[src/rtl/serial_add_ctrl.sv]
// Bit-serial add/subtract controller: one shared 1-bit full adder walks WIDTH-bit
// operands LSB first, one bit per clock, and reports result, carry-out and overflow.

module Adder1b (
  input  logic a,
  input  logic b,
  input  logic ci,
  output logic r,
  output logic co
);
  assign r  = a ^ b ^ ci;
  assign co = (a & b) | (ci & (a ^ b));
endmodule

module serial_add_ctrl #(
  parameter int WIDTH = 16
) (
  input  logic             clk,
  input  logic             rst,
  input  logic             start,
  input  logic             sub,
  input  logic [WIDTH-1:0] a,
  input  logic [WIDTH-1:0] b,
  output logic             busy,
  output logic             done,
  output logic [WIDTH-1:0] result,
  output logic             cout,
  output logic             overflow
);

  localparam int CNT_W = (WIDTH > 1) ? $clog2(WIDTH) : 1;
  localparam logic [CNT_W-1:0] LAST_BIT = CNT_W'(WIDTH - 1);

  typedef enum logic [1:0] {IDLE, RUN, DONE} state_t;

  state_t             state_q, state_d;
  logic [WIDTH-1:0]   op_a_q, op_a_d;
  logic [WIDTH-1:0]   op_b_q, op_b_d;
  logic [WIDTH-1:0]   result_q, result_d;
  logic [CNT_W-1:0]   cnt_q, cnt_d;
  logic               carry_q, carry_d;
  logic               cout_q, cout_d;
  logic               ovf_q, ovf_d;
  logic               busy_q, busy_d;
  logic               done_q, done_d;

  logic fa_r;
  logic fa_co;

  Adder1b u_fa (
    .a  (op_a_q[0]),
    .b  (op_b_q[0]),
    .ci (carry_q),
    .r  (fa_r),
    .co (fa_co)
  );

  always_comb begin
    // NOTE: every *_d starts from its hold value so no path leaves it unassigned (no latches).
    state_d  = state_q;
    op_a_d   = op_a_q;
    op_b_d   = op_b_q;
    result_d = result_q;
    cnt_d    = cnt_q;
    carry_d  = carry_q;
    cout_d   = cout_q;
    ovf_d    = ovf_q;
    busy_d   = busy_q;
    done_d   = 1'b0;

    unique case (state_q)
      IDLE: begin
        if (start) begin
          // Subtraction is a + ~b + 1: invert B and seed the carry with 1.
          op_a_d   = a;
          op_b_d   = sub ? ~b : b;
          carry_d  = sub;
          cnt_d    = '0;
          result_d = '0;
          busy_d   = 1'b1;
          state_d  = RUN;
        end
      end
      RUN: begin
        result_d = {fa_r, result_q[WIDTH-1:1]};
        op_a_d   = {1'b0, op_a_q[WIDTH-1:1]};
        op_b_d   = {1'b0, op_b_q[WIDTH-1:1]};
        carry_d  = fa_co;
        cnt_d    = cnt_q + CNT_W'(1);
        if (cnt_q == LAST_BIT) begin
          // Signed overflow: carry into the MSB differs from carry out of it.
          ovf_d   = carry_q ^ fa_co;
          cout_d  = fa_co;
          busy_d  = 1'b0;
          done_d  = 1'b1;
          state_d = DONE;
        end
      end
      DONE: begin
        state_d = IDLE;
      end
      default: begin
        state_d = IDLE;
      end
    endcase
  end

  // NOTE: sequential state uses non-blocking assignments so all flops update together.
  always_ff @(posedge clk or posedge rst) begin
    if (rst) begin
      state_q  <= IDLE;
      op_a_q   <= '0;
      op_b_q   <= '0;
      result_q <= '0;
      cnt_q    <= '0;
      carry_q  <= 1'b0;
      cout_q   <= 1'b0;
      ovf_q    <= 1'b0;
      busy_q   <= 1'b0;
      done_q   <= 1'b0;
    end else begin
      state_q  <= state_d;
      op_a_q   <= op_a_d;
      op_b_q   <= op_b_d;
      result_q <= result_d;
      cnt_q    <= cnt_d;
      carry_q  <= carry_d;
      cout_q   <= cout_d;
      ovf_q    <= ovf_d;
      busy_q   <= busy_d;
      done_q   <= done_d;
    end
  end

  assign busy     = busy_q;
  assign done     = done_q;
  assign result   = result_q;
  assign cout     = cout_q;
  assign overflow = ovf_q;

endmodule

[config.mk]
export PLATFORM = sky130hd
export DESIGN_NAME = serial_add_ctrl
export DESIGN_NICKNAME = d
export VERILOG_FILES = /design/src/rtl/serial_add_ctrl.sv
export SDC_FILE = /design/constraint.sdc
export NUM_CORES = 1
export LEC_CHECK = 0
export ABC_AREA = 1
export CAP_MARGIN = 20
export CORE_UTILIZATION = 52
export CTS_CLUSTER_DIAMETER = 200
export DETAILED_ROUTE_END_ITERATION = 8
export PLACE_DENSITY = 0.91
export SYNTH_ARGS = -nofsm -noshare
export SYNTH_HDL_FRONTEND = slang
export SYNTH_SLANG_ARGS = --single-unit
export TNS_END_PERCENT = 1
[constraint.sdc]
create_clock -name clk -period 2.39 [get_ports clk]
set_clock_uncertainty 0.1 [all_clocks]
set_input_delay 0.717 -clock clk [delete_from_list [all_inputs] [get_ports clk]]
set_output_delay 0.717 -clock clk [all_outputs]
set_load 0.05 [all_outputs]
==> impl_metrics.yaml, run 1 <==
layout:
  final_cell_mix: "nand2_1 (168), dfrtp_1 (59), clkdlybuf4s50_1 (55)"
  layout_commonest_cell: "nand2_1"
  multi_input_area_um2: 1180
  fin_area_um2: 3730
  final_layout_size_suffix_gt1_share_pct: 6.40
  regArea_um2: 1480
  fillers: 430
  fin_nets: 487
  syn2layout_area_growth_pct: 25.6
  antenna_cells: 0
min_path:
  hp-start: "op_b_q[9]$_DFFE_PP0P_"
  hold_path_end: "op_b_q[9]$_DFFE_PP0P_"
  hp-class: "register to register"
  whs_path_depth: 2
synth:
  ys_seq_area_share_pct: 49.7
  netlist_instances: 395
  synth-simple-area-share_pct: 32.9
  synthAdderAreaFrac_pct: 1.09
  synth_compound_area_share_pct: 4.88
  synth_top_cell_area_share_pct: 49.7
  synth_top_cell_by_area: "dfrtp_1"
  synth_top_family_by_area: "simple AND/OR/NAND/NOR gates"
  ys_types: 19
  synth_nets: 433
  postSynthAreaPerCell_um2: 7.52
  synth_xor_area_share_pct: 0.884
  yosys-mux-area-fraction_pct: 0
  yosysWarnings: 0
  synth.top_cells.by_area: "dfrtp_1 (50%), nand2_1 (21%), nand3_1 (5.4%)"
  syn-cell-area_um2: 2970
  ys_ff_latch: 59
global_routing:
  use_met1_pct: 29.0
  busiest_layer: "met2"
  grt.total_usage_pct: 24.0
  use_met3_pct: 5.53
  grt_pass1_wl_mm: 11.1
  gr-usage-met2_pct: 40.2
  antenna_found_initial: 0
  grt_pass1_vias: 2571
  grt_max_degree: 45
  grt_overflow: 0
critical_path:
  path_buf_inv: 1
  worst-path-max-fanout: 2
  r2r_start: "state_q[1]$_DFFE_PP0P_"
  worst_r2r_endpoint: "cout$_DFFE_PP0P_"
  endpoint_kind: "output pin"
  critical_path_arrival_ns: 1.52
  slowest_delay_ns: 0.82
  ff2ff_setup_slack_ns: 0.60
  crit_slowest_cell: "clkdlybuf4s50_1"
  critPathTopFamily: "buffers and inverters"
  worstPathCellList: "clkdlybuf4s50_1"
  reg2reg_depth: 6
  crit_required_ns: 1.57
  critPathLaunchType: "register"
  critPathKind: "register to output pin"
floorplan:
  initial_utilization_pct: 54.0
  die_x_um: 77.6
  num_rows: 27
  die-area_um2: 6020
  core-area_um2: 5510
  die_h_um: 77.6
  ioPinCount: 56
run_status:
  status: "completed"
sta:
  max_slew.worst_pin.slew_ns: 0.525
  drv_slew: 0
  setup_viol: 0
  fin_setup_tns_ns: 0
  relSlewSlack_pct: 64.9
  fin_crit_sh_pct: 97.8
  rsz0062_at_grt: "false"
  hold_viol: 0
  timing.final.crit_period_ns: 2.34
  fmax_ghz: 0.428
pwr:
  irDropWorstVdd_uv: 870
  p_leak_uw: 0.00191
  totalPowerFinal_uw: 4830
  p_per_area_nw_per_um2: 1300
flow_run:
  max_cap_violations: 0
clock_network:
  post_cts_resized: 0
  cts_sinks: 59
  worstSkewPairLatency_ns: 0.34
  hold_buffers: 0
  htreeDepth: 3
  cts_buffer_depth: 2
  numCtsBuffers: 9
  cts_setup_buffers: 0
  clk_pin_slew_ns: 0.06
  cts_tree: "yes"
  cts-root-buf: "clkbuf_8"
drt:
  ant_nets: 0
  vias_per_cell: 4.96
  drc_errors: 0
  num_vias: 2604
  firstDrtPassIters: 4
  routed_wl_mm: 6.51
  wire_per_inst_um: 12.4
  drt_iter0_drc: 144
place:
  postPlaceCellArea_um2: 3550
  portBuffers: 55
  place.gp.congestion: 0.805
  dp_hpwl_mm: 4.43
==> synth_stat cells, drive strengths merged <==
cell type and count:
nand2 169, dfrtp 59, inv 43, nor2 39
nand3 32, buf 21, o22ai 15, o21ai 8
nand3b 3, xnor2 3, fa 1, ha 1
nand4 1
==> through the flow <==
step | hold WS (ns) | utilization [%] | setup slack (ns) | instances
after global routing | 0.395 | 67.8 | 0.0162 | 525
after global placement | 0.361 | 64.5 | 0.321 | 510
after floorplan | 0.343 | - | 0.117 | 395
after CTS | 0.377 | 67.8 | 0.0464 | 525
after detailed placement | 0.362 | 64.5 | 0.257 | 510
final | 0.381 | 67.8 | 0.0535 | 525
==> area by class of cell <==
cell class,instances,share of cell area [%]
multi-input combinational,272,31.7
sequential,59,39.6
clock inverter,2,0.268
timing repair buffer,64,17.2
tap,72,2.41
inverter,43,4.33
clock buffer,13,4.53
==> worst max path at each step <==
| stage | start | to | slack (ns) | cells after the start |
|---|---|---|---|---|
| after floorplan | rst | busy$_DFFE_PP0P_ | 0.12 | 1 |
| after global placement | start | result[4]$_DFFE_PP0P_ | 0.32 | 5 |
| after detailed placement | start | result[4]$_DFFE_PP0P_ | 0.26 | 5 |
| after CTS | result[15]$_DFFE_PP0P_ | result[15] | 0.05 | 1 |
| after global routing | result[15]$_DFFE_PP0P_ | result[15] | 0.02 | 1 |
| final | result[9]$_DFFE_PP0P_ | result[9] | 0.05 | 1 |
==> power by group <==
group | leakage [uW] | switching (uW) | internal [uW]
Combinational | 0.00108 | 1470 | 829
Clock | 0.0000953 | 371 | 452
Sequential | 0.000738 | 263 | 1450
==> flip-flops by register name, summed over array words and instances, names as in the netlist <==
register	count
result	16
cout	1
state_q	2
done	1
op_b_q	16
busy	1
op_a_q	16
cnt_q	4
overflow	1
carry_q	1
==> per-layer routing <==
layer,part of all wire (%),vias up
li1,-,1316
met1,44,1209
met5,0,-
met4,2.4,0
met3,3.9,14
met2,49,65
==> logic make-up (layout without fill, tap and decap cells) <==
family / after synthesis / after routing
simple gates: 244 / 244
buf+inv: 64 / 122
flops: 59 / 59
compound gates: 23 / 23
xor+xnor: 3 / 3
fa+ha+maj: 2 / 2
No activity file was read; power rests on OpenSTA's default activity.
==> run 2: changes to the inputs <==
--- a/config.mk
+++ b/config.mk
@@ -10,6 +10,7 @@
 export CORE_UTILIZATION = 52
 export CTS_CLUSTER_DIAMETER = 200
 export DETAILED_ROUTE_END_ITERATION = 8
+export GPL_ROUTABILITY_DRIVEN = 1
 export PLACE_DENSITY = 0.91
 export SYNTH_ARGS = -nofsm -noshare
 export SYNTH_HDL_FRONTEND = slang
==> results of run 2 <==
No change in the layout: final DEF, timing and power equal those of run 1.
==> RTL change 1, RTL diff (settings of run 1) <==
`WIDTH`: 16 -> 64.
--- a/src/rtl/serial_add_ctrl.sv
+++ b/src/rtl/serial_add_ctrl.sv
@@ -13,7 +13,7 @@
 endmodule
 
 module serial_add_ctrl #(
-  parameter int WIDTH = 16
+  parameter int WIDTH = 64
 ) (
   input  logic             clk,
   input  logic             rst,
Ports: changed (resized a, b and result); port bits go from 56 to 200. No check against the original RTL was run, so the function may have changed too.
==> RTL change 1 against run 1 <==
  * Power is 120% higher
  * Count of clock-buffer cells in the layout is 15 higher
  * Worst setup slack better by 0.094 ns
  * Synthesized cell count grew to 3.2 times the old value
  * Wire length grew to 3.7 times the old value
  * Non-clock buffer count is 156 higher
  * Sequential cell count is 146 higher
  * Area after synthesis grew to 3.3 times the old value
  * Final area grew to 3.4 times the old value
  * Critical endpoint is now result[56]
  * Largest cell class unchanged
==> RTL change 1: results (changes against run 1) <==
synth:
  netlist_instances: 1268  # +220%
  synth_area_leaders: "dfrtp_1, nand2_1, nand3_1"
  syn-num-nets: 1402  # +220%
  synth.distinct_cells: 24  # +5
  synth_seq_area_share_pct: 52.1  # +2.4 points
place:
  gp_congestion: 0.805  # about the same
  pre_cts_ws_ns: 0.160  # -0.0973 ns
  io_buffers: 199  # +260%
  dpl.cell_count: 1638  # +220%
global_routing:
  grt_pass1_wl_um: 39300  # +260%
  grt_max_degree: 83  # +84%
  track_usage_pct: 24.6  # +0.56 points
  grt_pass1_vias: 8239  # +220%
cells_and_area:
  layout-drive-gt1-share_pct: 9.00  # +2.6 points
sta:
  fin_crit_ns: 2.24  # -0.0940 ns
  tightestPinTransition_ns: 0.541  # +0.0161 ns
drt:
  wire_per_inst_um: 14.4  # +16%
  wl_met2_um: 11900  # +270%
  routed_wl_um: 24200  # +270%
  routed-via-count: 8743  # +240%
  wl_met1_um: 10100  # +250%
  first_iter_violations: 665  # +360%
  met3WireLength_um: 1510  # +500%
clocking:
  clock_latency_ns: 0.49  # +0.15 ns
  cts_buffers: 21  # +12
  cts-htree-levels: 1  # -2
  max-clock-path-buffers: 3  # +1
  cts_resized: 63  # +63
  cts_root_buf: "clkbuf_16"
setup_path:
  r2r-end: "op_a_q[37]$_DFFE_PP0P_"
  crit_arrival_ns: 1.43  # -0.09 ns
  crit_end: "result[56]"
  crit_path_start: "result[56]$_DFFE_PP0P_"
  r2r_slack_ns: 0.73  # +0.13 ns
  slowest_stage: "dlygate4sd2_1"
power_and_ir_drop:
  pwr-share-seq_pct: 41.9  # +6.5 points
  ir_drop_mv: 0.638  # -27%
  p_leak_nw: 6.57  # +240%
run_status:
  outcome: "complete, no violations"
-- RTL change 1: how the worst min path moves through the flow --
stage / from / to / slack (ns) / cells past startpoint
floorplan: op_b_q[10]$_DFFE_PP0P_ / op_b_q[10]$_DFFE_PP0P_ / 0.34 / 2
global placement: op_b_q[47]$_DFFE_PP0P_ / op_b_q[47]$_DFFE_PP0P_ / 0.35 / 2
detailed placement: op_b_q[25]$_DFFE_PP0P_ / op_b_q[25]$_DFFE_PP0P_ / 0.36 / 2
CTS: op_b_q[6]$_DFFE_PP0P_ / op_b_q[6]$_DFFE_PP0P_ / 0.37 / 2
global route: op_b_q[41]$_DFFE_PP0P_ / op_b_q[41]$_DFFE_PP0P_ / 0.39 / 2
finish: op_b_q[19]$_DFFE_PP0P_ / op_b_q[19]$_DFFE_PP0P_ / 0.37 / 2
-- RTL change 1: final cells by class --
type | instances | area [um^2] | area share, %
repair buffers | 220 | 2180 | 17.1
multi-input cells | 830 | 3800 | 29.9
inverters | 154 | 582 | 4.57
clock inverters | 8 | 150 | 1.18
clock buffers | 28 | 592 | 4.65
flip-flops and latches | 205 | 5130 | 40.3
well taps | 229 | 287 | 2.25
-- RTL change 1: layer usage --
layer	track usage [%]	up-vias
met5	0	-
met4	6.65	0
met3	3.92	51
met2	42.6	299
met1	32.0	4072
li1	-	4321
-- RTL change 1: cells by family after synthesis --
kind of cell	after synthesis	share of synthesized area (%)
XOR/XNOR	3	0.267
flip-flops	205	52.1
AND/OR/NAND/NOR	655	28.3
AO/OA/AOI/OAI	170	9.47
buffers and inverters	233	9.54
adder cells (fa/ha/maj)	2	0.330
-- RTL change 1: metrics by stage --
step                setup TNS [ns]  cell area [um^2]
detailed placement               0             12100
floorplan                  -222.48              9860
global route                     0             12700
global placement                 0             12100
finish                           0             12700
CTS                              0             12700
==> RTL change 2, RTL diff (config.mk and constraints of run 1) <==
Without the edit above. Reset style: synchronous (`rst`), changed in one clocked block.
--- a/src/rtl/serial_add_ctrl.sv
+++ b/src/rtl/serial_add_ctrl.sv
@@ -106,7 +106,7 @@
   end
 
   // NOTE: sequential state uses non-blocking assignments so all flops update together.
-  always_ff @(posedge clk or posedge rst) begin
+  always_ff @(posedge clk) begin
     if (rst) begin
       state_q  <= IDLE;
       op_a_q   <= '0;
Formal check against the unedited RTL: differs if rst is asserted again (counterexample within 4 cycles, from zero or initial values and one cycle with rst high); with rst held inactive, the same outputs for 10 cycles.
==> RTL change 2 against run 1 <==
  * Worst setup slack got worse by 0.019 ns
  * Wire length decreased by 3.0%
  * Final area shrank 2.0%
  * Register-to-register slack better by 0.20 ns
  * Sequential cell count unchanged
  * Count of clock-buffer cells in the layout decreased by 2
  * Maximum frequency is 0.82% lower
  * Hold slack worse by 0.013 ns
  * Synthesized cell count up 11%
  * Area after synthesis down 2.3%
  * Largest cell class is now multi-input combinational cells
Power is not compared: it rests on default switching activity, and its combinational part moved more than twofold at a synthesized area within 25%.
==> RTL change 2: results (changes against run 1) <==
cells_and_area:
  final_util_pct: 69.8  # +2.1 points
  layout-drive-gt1-share_pct: 7.98  # +1.6 points
  seq-cell-share_pct: 32.3  # -7.3 points
  insertedDiodeCount: 0  # unchanged
  multi_input_area_share_pct: 37.6  # +6.0 points
  clkbuf_count: 11  # -2
  multi_input_cells: 310  # +14%
  nFillCells: 431  # +0.23%
  buffer_area_share_pct: 17.0  # -0.20 points
  clk_share_pct: 6.19  # +1.4 points
  signal_buffers: 62  # -3.1%
  inverters: 42  # -2.3%
  layout.cells.non_filler: 559  # +6.5%
  fin_area_mm2: 0.00366  # -2.0%
synth:
  synth_area_leaders: "dfxtp_1, nand2_1, nand3_1"
  syn_area_per_cell_um2: 6.64  # -12%
  async_reset_ff_share_pct: 0  # -100 points
  synth_seq_area_share_pct: 40.7  # -9.0 points
  syn-num-nets: 475  # +9.7%
  synth.area.mux_share_pct: 0  # unchanged
  synth-adder-area-share_pct: 1.12  # +0.026 points
  synth.top_cells.by_count: "nand2_1, dfxtp_1, nor2_1"
  synth.distinct_cells: 25  # +6
  synth_compound_area_share_pct: 10.9  # +6.1 points
  synth_xor_area_share_pct: 0.603  # -0.28 points
power_and_ir_drop:
  p_total_mw: 2.49
sta:
  whs_ns: 0.367  # -0.0134 ns
  clock.fmax_ghz: 0.424  # -0.82%
run_status:
  outcome: "complete, no violations"
setup_path:
  worst-path-max-fanout: 3  # +1
  r2r_slack_ns: 0.80  # +0.20 ns
global_routing:
  grt_pass1_vias: 2578  # +0.27%
  grt_pass1_wl_um: 11000  # -0.56%
  grt_max_degree: 55  # +22%
  track_usage_pct: 23.2  # -0.83 points
  antenna_found_initial: 0  # unchanged
drt:
  wire_per_inst_um: 11.3  # -8.9%
  first_iter_violations: 147  # +2.1%
  via_per_inst: 4.97  # +0.19%
place:
  dpl.cell_count: 543  # +6.5%
  gp_congestion: 0.798  # -0.94%
  place_area_mm2: 0.00342  # -3.6%
  dp_hpwl_um: 4040  # -8.9%
  pre_cts_ws_ns: 0.162  # -0.0949 ns
-- RTL change 2: cell types whose count changed after synthesis, moves of 3 or more --
cell,before,now
o22ai_1,15,0
dfrtp_1,59,0
inv_1,40,37
buf_2,11,8
o21ai_0,3,18
a21oi_1,0,32
nand3b_1,3,0
clkbuf_1,0,5
nand3_1,32,35
a21oi_2,0,6
dfxtp_1,0,59
-- RTL change 2: metal layers --
metal / vias to the layer above / track usage, % / wire length (um)
met2: 90 / 38.8 / 2910
met1: 1233 / 27.3 / 2880
met4: 0 / 9.23 / 73
met3: 8 / 7.38 / 443
met5: - / 0 / 0
li1: 1447 / - / -
-- RTL change 2: worst paths after layout --
kind | startpoint | to | depth (start not counted)
max | result[10]$_SDFFE_PP0P_ | result[10] | 1
min | result[0]$_SDFFE_PP0P_ | result[0]$_SDFFE_PP0P_ | 2
max reg2reg | state_q[0]$_SDFFE_PP0P_ | cout$_SDFFE_PP0P_ | 5
min reg2reg | result[0]$_SDFFE_PP0P_ | result[0]$_SDFFE_PP0P_ | 2
